### src/rtl/mac_accum_seq.sv
// Accumulate-stage sequencer: owns the accumulator register, feeds the external
// adder and returns the sum plus a sticky overflow flag over valid/ready.
module mac_accum_seq #(
  parameter int ACC_W = 24,
  parameter int CNT_W = 8,
  parameter int SAT   = 0
) (
  input  logic             clk,
  input  logic             rst,
  input  logic             start,
  input  logic [CNT_W-1:0] len,
  input  logic             in_valid,
  input  logic [ACC_W-1:0] in_data,
  output logic             in_ready,
  output logic [ACC_W-1:0] add_a,
  output logic [ACC_W-1:0] add_b,
  input  logic [ACC_W-1:0] add_sum,
  input  logic             add_cout,
  output logic             out_valid,
  output logic [ACC_W-1:0] out_acc,
  output logic             out_ovf,
  input  logic             out_ready,
  output logic             busy
);

  localparam logic             SAT_EN   = (SAT != 32'sd0);
  localparam logic [ACC_W-1:0] ACC_ZERO = {ACC_W{1'b0}};
  localparam logic [ACC_W-1:0] ACC_ONES = {ACC_W{1'b1}};
  localparam logic [CNT_W-1:0] CNT_ZERO = {CNT_W{1'b0}};
  localparam logic [CNT_W-1:0] CNT_ONE  = {{(CNT_W-1){1'b0}}, 1'b1};

  typedef enum logic [1:0] {
    IDLE = 2'd0,
    ACC  = 2'd1,
    DONE = 2'd2
  } state_t;

  state_t           state_r, state_s;
  logic [ACC_W-1:0] acc_r, acc_s;
  logic [CNT_W-1:0] cnt_r, cnt_s;
  logic             ovf_r, ovf_s;

  // State and datapath registers
  always_ff @(posedge clk or posedge rst) begin
    if (rst) begin
      state_r <= IDLE;
      acc_r   <= ACC_ZERO;
      cnt_r   <= CNT_ZERO;
      ovf_r   <= 1'b0;
    end else begin
      state_r <= state_s;
      acc_r   <= acc_s;
      cnt_r   <= cnt_s;
      ovf_r   <= ovf_s;
    end
  end

  // Next-state and datapath update
  always_comb begin
    state_s = state_r;
    acc_s   = acc_r;
    cnt_s   = cnt_r;
    ovf_s   = ovf_r;
    case (state_r)
      IDLE: begin
        if (start) begin
          acc_s = ACC_ZERO;
          ovf_s = 1'b0;
          if (len != CNT_ZERO) begin
            cnt_s   = len;
            state_s = ACC;
          end else begin
            cnt_s   = CNT_ZERO;
            state_s = DONE;
          end
        end else begin
          state_s = IDLE;
        end
      end
      ACC: begin
        if (in_valid) begin
          cnt_s = cnt_r - CNT_ONE;
          // Carry is trusted from the adder; with SAT the clamp also pins
          // a saturated accumulator, since any nonzero term then carries.
          if (add_cout) begin
            ovf_s = 1'b1;
            acc_s = SAT_EN ? ACC_ONES : add_sum;
          end else begin
            acc_s = add_sum;
          end
          if (cnt_r == CNT_ONE) begin
            state_s = DONE;
          end else begin
            state_s = ACC;
          end
        end else begin
          state_s = ACC;
        end
      end
      DONE: begin
        if (out_ready) begin
          state_s = IDLE;
        end else begin
          state_s = DONE;
        end
      end
      default: begin
        state_s = IDLE;
      end
    endcase
  end

  // Handshake flags decode straight from the state register
  assign in_ready  = (state_r == ACC);
  assign out_valid = (state_r == DONE);
  assign busy      = (state_r != IDLE);
  assign out_acc   = acc_r;
  assign out_ovf   = ovf_r;
  assign add_a     = acc_r;
  // Operand B held at zero outside ACC to keep the adder quiet
  assign add_b     = in_ready ? in_data : ACC_ZERO;

endmodule

### config.mk
export PLATFORM = sky130hd
export DESIGN_NAME = mac_accum_seq
export DESIGN_NICKNAME = d
export VERILOG_FILES = /design/src/rtl/mac_accum_seq.sv
export SDC_FILE = /design/constraint.sdc
export NUM_CORES = 1
export LEC_CHECK = 0
export ABC_AREA = 1
export BUFFER_PORTS_ARGS = -buffer_cell sky130_fd_sc_hd__buf_2
export CORE_MARGIN = 2
export CORE_UTILIZATION = 44
export CTS_BUF_LIST = sky130_fd_sc_hd__clkbuf_2 sky130_fd_sc_hd__clkbuf_4 sky130_fd_sc_hd__clkbuf_8
export DETAILED_ROUTE_END_ITERATION = 8
export HOLD_SLACK_MARGIN = 0.15
export PLACE_DENSITY = 0.82
export SYNTH_ARGS = -nofsm -noshare
export SYNTH_HDL_FRONTEND = slang
export SYNTH_SLANG_ARGS = --single-unit
export TNS_END_PERCENT = 20
### constraint.sdc
create_clock -name clk -period 1.45 [get_ports clk]
set_input_delay 0.145 -clock clk [delete_from_list [all_inputs] [get_ports clk]]
set_output_delay 0.145 -clock clk [all_outputs]
set_load 0.02 [all_outputs]
---- After elaboration in Yosys (flattened, before gate mapping) ----
Cells that the tools add are included.
Widths: inputs -> output; s select.
storage, ports and cells
  register bits after elaboration ......... 35
  output and inout bits ................... 76
  bits of input ports ..................... 62
operators by class
  $add $sub $neg .......................... 1
  muxes and demuxes ....................... 18
  reductions and logical operators ........ 6
  equal/unequal tests ..................... 6
operator list
  operator             number
  $mux 24              3
  $pmux 24 s2          1
  $mux 8               3
  $pmux 8 s2           1
  $mux 2               5
  $eq 8x1->1 const B   1
  $reduce_bool 8->1    1
  $sub 8x1->8 const B  1
  $pmux 2 s3           1
  $ne 2x2->1 const B   2
  $reduce_and 4->1     1
  $reduce_bool 2->1    2
  $mux 1               3
  $reduce_and 3->1     1
  $eq 2x1->1 const B   1
  $eq 2x2->1 const B   1
  $logic_not 2->1      1
  $ne 2x1->1 const B   1
  $pmux 1 s2           1

---- Longest topological paths before layout ----
  word-level depth ........................ 4
  gate-level depth with buffers ........... 9

---- Worst setup path after synthesis ----
No wires, ideal clock.
  kind .................................... reg-to-output
  start point ............................. reg state_r[1]
  end point ............................... out add_b[10]
  path buffers ............................ 2
  path slack .............................. 61 ps
  required time ........................... 1,305 ps
  stages on the path, launching flop included .. 6
  arrival time ............................ 1,244 ps
  cell sequence ........................... dfrtp_1 -> nor2_8 -> inv_1 -> buf_2 -> buf_2 -> nor2_1
between the ends
  word-level cells in the longest chain between the ends .. 2
ends and longest elaborated chain
  element                   line  text
  start: declaration        38    state_t state_r, state_s;
  start signal: assignment  51    state_r <= state_s;
  $eq 2x1->1                114   assign in_ready = (state_r == ACC);
  $mux 24                   121   assign add_b = in_ready ? in_data : ACC_ZERO;
  end: declaration          16    output logic [ACC_W-1:0] add_b,
Every way passes these cells.

---- Worst setup path in the final report ----
  start point ............................. reg state_r[1]
  end point ............................... out add_b[16]
The elaborated chain is that of the path after synthesis.

==> impl_results.md <==
* Hold EP: out_ovf
* Max Transition Viols Final at 0
* RSZ-0062 raised after global routing: true
* Total CTS buffers at 5
* Top-area cell type share of the netlist area at 0.3966
* Cell area power density at 2044 nW/µm²
* Synth area leader: dfrtp_1
* Syn Nets at 358
* Tot Pwr at 7044 µW
* Status: finished with violations
* Hold Path Stages at 3
* Post-placement worst setup slack at 0.1254 ns
* DRC errors left at 0
* Clock transition at path regs at 0.06 ns
* Hold WC Path Type: input pin to flop
* Port-buffer cells at 137
* Worst-margin pin slew at 0.4439 ns
* Post-synth ARST share at 1.000
* Largest net degree at the start of global routing at 36
* Drt first-iter violations at 92
* Number of synthesized register bits at 35
* Ys flop type: dfrtp_1
* Area after DPL at 2786 µm²
* Die height at 74.85 µm
* Post-route minimum period at 1.504 ns
* Critical Path AT at 1.36 ns
* Area contributors post-synth: dfrtp_1, nand2_1, nand3_2, buf_4, inv_1
* Detailed-route wire length per cell at 12.92 µm
* Most frequent cell after synthesis: nand2_1
* Initial core utilization at 0.4614
* Final setup vio count at 22
* VDD IR max at 0.9729 mV
* Max Cap Viol at 0
* Violated checks: setup timing
* Die W at 74.85 µm
* Post-route ant nets at 0
* Fmax achieved at 665.1 MHz
* Vias in the first global route at 2184
* Worst Hold Slack at 0.1710 ns
* Clock sinks at 35
* Ant diodes at 0
* Grt ovf at 0
* Origin of the critical flop-to-flop path: state_r[0]
* Yosys cell types at 23
* Post-synth EDFFs at 0
* Post-route met1 wirelength at 2399 µm
* Worst r2r path cells at 10
* Mapped Area at 2208 µm²
* Met2 routed WL at 3654 µm
* Hold_sp: add_cout
* Met3 WL at 301 µm
* Leakage power at 0.001960 µW
* Register area share after synthesis at 0.3966
* Reg2reg setup slack at 0.07 ns
* Root buffer cell: clkbuf_8
* # nets final at 504
* CTS Buffer Depth at 2
* Post-DP HPWL at 4078 µm
* # IOs at 138
* Post-Synthesis Cells at 294
* Yosys warns at 0
* Final wirelength at 6562 µm
* Core area at 4786 µm²
* Placer Congestion at 0.8536
* Crit path max fanout at 15
* Drt via density at 4.634
* Global-route wire length before repair at 9735 µm
* Die area at 5602 µm²
* Setup Skew at 0.004911 ns
* Final setup margin at -0.05353 ns
* Reg-to-Reg End: cnt_r[5]
* Final Hold Fails at 0
* Drt first pass iters at 4
* Fin area at 3447 µm²
* DR vias at 2354
* DR top layer: met4
* Avg Cell Area, Syn at 7.511 µm²
* Total GRT Usage at 0.2239
* CP required at 1.31 ns
* Clock latency on the worst-skew pair at 0.28 ns
* CTS tree: built
* Post-synth top cells: nand2_1, inv_1, dfrtp_1, nor2_1, buf_4
* Slew Limit Headroom at 0.7041
* Fin crit share at 1.037
* Setup CP Type: flop to output port
* Initial antenna violation count at 0
* Area Growth Syn to Fin at 56.09%
* Layout cells sized above 1 at 0.4671
* Row cnt at 25
* Worst setup EP type: output port
* H-tree levels at 2
* Worst Setup Start Kind: flop
==> worst max-delay path: stages (launching register included) <==
cell and delay [ns]:
dfrtp_2 0.45, nor2_8 0.14, inv_4 0.06, buf_12 0.15
nor2_2 0.12, buf_6 0.13
==> area by class of cell <==
cell class | count | area (µm²)
inverters | 42 | 165.2
well taps | 67 | 83.83
fillers | 386 | 1339
clock inverters | 2 | 12.51
repair buffers | 176 | 1220
clock buffers | 6 | 76.32
flip-flops and latches | 35 | 877.1
multi-input cells | 180 | 1012
==> per-stage QoR <==
step | util | instances | setup TNS (ns)
3_3_place_gp | 0.5822 | 468 | 0
6_report | 0.7203 | 508 | -0.4042
5_1_grt | 0.7203 | 508 | -1.296
4_1_cts | 0.6962 | 506 | 0
2_1_floorplan | - | 294 | 0
3_5_place_dp | 0.5822 | 468 | 0
==> cells in the final DEF (no fill, tap or decap), types with 2 or more instances in the layout <==
| cell | count |
|---|---|
| buf_2 | 112 |
| nand2_1 | 84 |
| inv_1 | 38 |
| dfrtp_1 | 34 |
| dlygate4sd3_1 | 26 |
| buf_4 | 20 |
| nand3_2 | 19 |
| nor2_1 | 16 |
| buf_6 | 13 |
| nand3_1 | 12 |
| o21ai_0 | 10 |
| nor2_2 | 10 |
| nor2_4 | 9 |
| clkbuf_8 | 5 |
| o21ai_1 | 4 |
| nand4_1 | 3 |
| buf_12 | 3 |
| inv_2 | 2 |
| nand2_2 | 2 |
| o211ai_1 | 2 |
| ha_1 | 2 |
==> kinds of logic (layout without fill, tap and decap cells) <==
group | count (synthesis) | count (layout) | share of synthesized area
adder cells (fa/ha/maj) | 2 | 2 | 0.01133
AO/OA/AOI/OAI | 18 | 18 | 0.04419
buffers and inverters | 79 | 226 | 0.1943
flip-flops | 35 | 35 | 0.3966
AND/OR/NAND/NOR | 160 | 160 | 0.3535
==> per-layer routing <==
layer	GRT usage	vias to the layer above
li1	-	1165
met1	0.2547	1087
met2	0.4250	81
met3	0.03748	21
met4	0.06746	0
met5	0	-
==> worst max-delay path by stage <==
stage	startpoint	to	slack, ns	cells after the start
3_3_place_gp	state_r[1]	cnt_r[7]	0.17	7
2_1_floorplan	state_r[1]	add_b[10]	0.06	5
4_1_cts	state_r[1]	in_ready	0.004	4
5_1_grt	state_r[1]	add_b[16]	-0.1	5
6_report	state_r[1]	add_b[16]	-0.05	5
3_5_place_dp	state_r[1]	cnt_r[7]	0.13	7
==> where the power goes <==
part           total, µW  internal, µW  switching [µW]
Combinational       4570          1720            2850
Sequential          1790          1430             357
Clock                686           354             332
Total               7040          3500            3540
==> flip-flops by register name, indices dropped and copies added (netlist names) <==
name     flops
add_a       24
cnt_r        8
out_ovf      1
state_r      2
==> timing repair <==
| item | in CTS | in global routing |
|---|---|---|
| setup buffers | 3 | 2 |
| gates resized for setup | 51 | 27 |
| endpoints found under the hold margin | 60 | 0 |
| hold buffers | 26 | 0 |
| gates cloned | 1 | 0 |
| pin swaps | 1 | 2 |
| setup endpoints to repair | 25 | 31 |
No activity file was read; power rests on OpenSTA's default activity.
